**config.mk**
```make
export PLATFORM = sky130hd
export DESIGN_NAME = instr_cache
export DESIGN_NICKNAME = d
export VERILOG_FILES = /design/src/rtl/instr_cache.sv
export SDC_FILE = /design/constraint.sdc
export NUM_CORES = 2
export LEC_CHECK = 0
export BUFFER_PORTS_ARGS = -buffer_cell sky130_fd_sc_hd__buf_2
export CAP_MARGIN = 20
export CORE_UTILIZATION = 35
export DETAILED_ROUTE_END_ITERATION = 7
export HOLD_SLACK_MARGIN = 0.12
export SYNTH_ARGS = -nofsm -noshare
export SYNTH_HDL_FRONTEND = slang
export SYNTH_SLANG_ARGS = --single-unit
```
**constraint.sdc**
```tcl
create_clock -name clk_i -period 7.4 [get_ports clk_i]
set_clock_uncertainty 0.15 [all_clocks]
set_input_delay 1.11 -clock clk_i [delete_from_list [all_inputs] [get_ports clk_i]]
set_output_delay 1.11 -clock clk_i [all_outputs]
set_load 0.02 [all_outputs]
```
**src/rtl/instr_cache.sv**
```systemverilog
// Direct-mapped, read-only instruction cache with a blocking line refill.
// A miss stalls fetch, streams WORDS beats from memory in order, installs the line, then retries.
module instr_cache #(
  parameter int SETS  = 16,
  parameter int WORDS = 4
) (
  input  logic        clk_i,
  input  logic        rst_i,
  input  logic        req_i,
  input  logic [31:0] pc_i,
  output logic [31:0] instr_o,
  output logic        stall_o,
  output logic        mem_req_o,
  output logic [31:0] mem_addr_o,
  input  logic [31:0] mem_rdata_i,
  input  logic        mem_rvalid_i,
  output logic [1:0]  state_o
);
  localparam int OFF_W  = $clog2(WORDS);
  localparam int IDX_W  = $clog2(SETS);
  localparam int TAG_W  = 30 - OFF_W - IDX_W;
  localparam int LINE_W = TAG_W + IDX_W;
  localparam logic [OFF_W-1:0] LAST_BEAT = OFF_W'(WORDS - 1);
  localparam logic [31:0] NOP = 32'h0000_0013;

  typedef enum logic [1:0] {
    IDLE   = 2'd0,
    REFILL = 2'd1,
    FILLED = 2'd2
  } state_e;

  state_e              state_q, state_d;
  logic [OFF_W-1:0]    beat_q, beat_d;
  logic [LINE_W-1:0]   line_q, line_d;
  logic [SETS-1:0]     valid_q, valid_d;
  logic [TAG_W-1:0]    tag_q  [SETS];
  logic [31:0]         data_q [SETS][WORDS];
  logic                data_we, tag_we;

  logic [OFF_W-1:0]    pc_off;
  logic [IDX_W-1:0]    pc_idx;
  logic [TAG_W-1:0]    pc_tag;
  logic [IDX_W-1:0]    line_idx;
  logic [TAG_W-1:0]    line_tag;
  logic [1:0]          pc_lsb_unused;
  logic                hit;

  assign pc_off        = pc_i[OFF_W+1:2];
  assign pc_idx        = pc_i[OFF_W+2 +: IDX_W];
  assign pc_tag        = pc_i[31 -: TAG_W];
  assign pc_lsb_unused = pc_i[1:0];
  assign line_idx      = line_q[IDX_W-1:0];
  assign line_tag      = line_q[IDX_W +: TAG_W];

  // Lookups only resolve in IDLE; REFILL and FILLED always stall an active request.
  assign hit     = req_i & valid_q[pc_idx] & (tag_q[pc_idx] == pc_tag) & (state_q == IDLE);
  assign instr_o = hit ? data_q[pc_idx][pc_off] : NOP;
  assign stall_o = req_i & ~hit;

  // Memory side: mem_req_o stays high for the whole refill; every cycle with mem_rvalid_i
  // high during REFILL consumes one beat, lowest word first. There is no backpressure.
  assign mem_req_o  = (state_q == REFILL);
  assign mem_addr_o = (state_q == REFILL) ? {line_q, {(OFF_W + 2){1'b0}}} : 32'd0;
  assign state_o    = state_q;

  always_comb begin
    state_d = state_q;
    beat_d  = beat_q;
    line_d  = line_q;
    valid_d = valid_q;
    data_we = 1'b0;
    tag_we  = 1'b0;
    case (state_q)
      IDLE: begin
        if (req_i && !hit) begin
          state_d         = REFILL;
          line_d          = {pc_tag, pc_idx};
          beat_d          = '0;
          valid_d[pc_idx] = 1'b0;
        end
      end
      REFILL: begin
        if (mem_rvalid_i) begin
          data_we = 1'b1;
          beat_d  = beat_q + OFF_W'(1);
          if (beat_q == LAST_BEAT) begin
            tag_we            = 1'b1;
            valid_d[line_idx] = 1'b1;
            beat_d            = '0;
            state_d           = FILLED;
          end
        end
      end
      FILLED:  state_d = IDLE;
      default: state_d = IDLE;
    endcase
  end

  always_ff @(posedge clk_i) begin
    if (rst_i) begin
      state_q <= IDLE;
      beat_q  <= '0;
      line_q  <= '0;
      valid_q <= '0;
    end else begin
      state_q <= state_d;
      beat_q  <= beat_d;
      line_q  <= line_d;
      valid_q <= valid_d;
    end
  end

  // Storage arrays carry no reset; the valid bits alone decide whether they are used.
  always_ff @(posedge clk_i) begin
    if (!rst_i && data_we) data_q[line_idx][beat_q] <= mem_rdata_i;
    if (!rst_i && tag_we)  tag_q[line_idx] <= line_tag;
  end

endmodule

```
==> results.yml <==
detailed_routing:
  wl_met3_um: 22300
  top_layer: "met5"
  drcViolationCount: 0
  drtPass1Iterations: 8
  finalWirelength_um: 251000
  wl_met1_um: 104000
  drtIter0Drc: 6097
  routedWlPerCell_um: 30.9
  viasPerCell: 5.59
  wl_met2_um: 120000
  vias: 45300
  ant_nets: 0
logic_synthesis:
  avgSynthCellArea_um2: 23.6
  synth-simple-area-share_pct: 1.60
  synthMuxAreaShare_pct: 18.5
  ys_top_cells_by_count: "2,432 x edfxtp_1, 745 x mux4_2, 104 x nor2_1"
  synth_compound_area_share_pct: 1.12
  yosysWarnings: 0
  synth.most_common_cell: "edfxtp_1"
  synth_area_mm2: 0.0956
  ys_async_sr_fraction_pct: 0
  synth_top_family_by_area: "multiplexers"
  synth-seq-cells: 2480
  synth_edf_count: 2432
  synth_xor_area_share_pct: 0.211
  ys_seq_area_share_pct: 77.4
  yosys.area.top_type: "edfxtp_1"
  synthFlopType: "edfxtp_1"
  synthAdderAreaFrac_pct: 0.0523
  synth_top_area_share_pct: 76.4
  ys_top_cells_by_area: "edfxtp_1 76%, mux4_2 18%, dfxtp_1 1.0%, mux2i_1 0.59%, nor2_1 0.41%"
  synth_cell_type_count: 66
  syn_inst: 4059
timing:
  worst_pin_slew_ns: 1.22
  hold_violations: 0
  whs_ns: 0.355
  fin_setup_tns_ns: 0
  slew_violations: 0
  rsz0062_at_grt: "false"
  fin_crit_sh_pct: 88.9
  slew_headroom_pct: 18.9
  setup_violations: 0
  timing.final.crit_period_ns: 6.58
  max_freq_ghz: 0.152
setup_path:
  worstPathRequired_ns: 6.14
  reg2reg_slack_ns: 2.16
  cp-start-kind: "input pin"
  cp_data_arrival_time_ns: 5.32
  crit_fanout: 59
  critPathCaptureType: "output port"
  crit_type: "in2out"
cells_and_area:
  area_growth_pct: 14.2
  num-fill-cells: 23500
  multi_input_area_mm2: 0.0212
  layout.nets: 4417
  drive_gt1_share_pct: 32.2
  regArea_mm2: 0.0740
global_route:
  globalRoute.totalOverflow: 0
  grt_pass1_wl_um: 352000
  track_usage_pct: 18.0
  grt_max_degree: 131
  grt_pass1_vias: 45100
  antenna_found_initial: 31
status:
  status: "finished, final reports clean"
clock_network:
  cts_buffers: 238
  post_cts_resized: 0
  cts_hold_buffers: 0
  cts-root-buf: "clkbuf_16"
  htreeDepth: 4
  cts_tree: "done"
  clock-sinks: 2480
  clk_pin_slew_ns: 0.06
  clock_latency_ns: 0.89
  clockBufferDepth: 4
  cts_setup_buffers: 0
floorplan:
  rows: 191
  fp.dieW_um: 525
  ios: 136
  die_area_mm2: 0.275
  start_util_pct: 35.3
  core_area_mm2: 0.271
  die_height_um: 525
power_and_ir_drop:
  ir_drop_uv: 197
  total_power_mw: 28.5
  p_leak_nw: 33.7
  cellPowerDensity_mw_per_mm2: 261
worst_hold_path:
  hold_path.class: "reg2reg"
job:
  cap_viol_max_count: 0
placed_design:
  dp_hpwl_um: 135000
  portBuffers: 129
  globalplace.congestion: 0.833
[final cells by class]
| cell class | instances | share of cell area (%) |
|---|---|---|
| sequential | 2480 | 67.7 |
| multi-input combinational | 1336 | 19.4 |
| clock buffer | 293 | 5.74 |
| tap | 3570 | 4.09 |
| timing repair buffer | 267 | 2.01 |
| clock inverter | 130 | 0.936 |
| inverter | 22 | 0.0756 |
| antenna | 13 | 0.0298 |
[sequential cells by signal, indices dropped and copies added, names as in the netlist]
| signal | flops |
|---|---|
| data_q | 2048 |
| tag_q | 384 |
| line_q | 28 |
| valid_q | 16 |
| beat_q | 2 |
| state_o | 2 |
[critical path, stage by stage]
cell and delay, ns:
buf_8 0.39, buf_4 0.37, mux2_2 0.38, mux2i_1 0.14, o221a_2 0.21, o21ai_0 0.10
a2111oi_1 0.73, o2111ai_2 0.38, or2_4 0.47, buf_4 0.40, nor2b_1 0.23, buf_2 0.19
[cells by family (layout without fill, tap and decap cells)]
kind of cell | count (synthesis) | count (layout)
compound gates | 154 | 154
xor+xnor | 23 | 23
fa+ha+maj | 4 | 4
buf+inv | 246 | 712
flops | 2480 | 2480
mux | 830 | 830
other cells | 1 | 17
simple gates | 321 | 321
[power by group]
part / leakage [nW] / switching [mW] / internal [mW] / total, mW
logic: 7.64 / 0.786 / 0.553 / 1.34
clock network: 3.58 / 5.14 / 6.49 / 11.6
registers: 22.5 / 0.0528 / 15.4 / 15.5
total: 33.7 / 5.98 / 22.5 / 28.5
[per-layer routing]
| layer | GRT usage, % | vias up |
|---|---|---|
| met5 | 0 | - |
| li1 | - | 18000 |
| met1 | 25.7 | 25000 |
| met2 | 28.6 | 2037 |
| met4 | 3.44 | 8 |
| met3 | 3.68 | 317 |
[worst paths after layout]
kind,from,endpoint,cells past startpoint
setup / recovery,pc_i[5],instr_o[31],12
setup reg to reg,state_o[0],data_q[7][16],7
hold reg to reg,valid_q[10],valid_q[10],2
hold / removal,valid_q[10],valid_q[10],2
[cell usage in the layout, fill, tap and decap left out, drive strengths merged, types with 4 or more instances in the layout]
master and instances:
a21oi 58, a221oi 8, clkinvlp 5, nand4 5
nor3 7, xnor2 12, buf 267, inv 26
xor2 11, diode 13, o22ai 18, bufinv 15
a22oi 10, ha 4, dfxtp 48, mux2 29
or2 6, nand2b 6, and2 30, clkinv 106
nor2 104, o31ai 5, nor2b 37, nand3 47
edfxtp 2432, nand2 66, mux4 745, o21ai 14
conb 4, o311ai 4, mux2i 56, or3 5
clkbuf 293
[stage by stage]
stage | setup WS (ns) | utilization, % | instance area [µm²] | instances
after floorplan | 2.12 | - | 95600 | 4062
after global placement | 0.977 | 37.4 | 101000 | 7651
after detailed placement | 0.946 | 37.4 | 102000 | 7657
after CTS | 0.910 | 40.1 | 109000 | 8080
after global routing | 0.694 | 40.3 | 109000 | 8105
final | 0.818 | 40.3 | 109000 | 8111
Power figures use the tool's default switching activity.
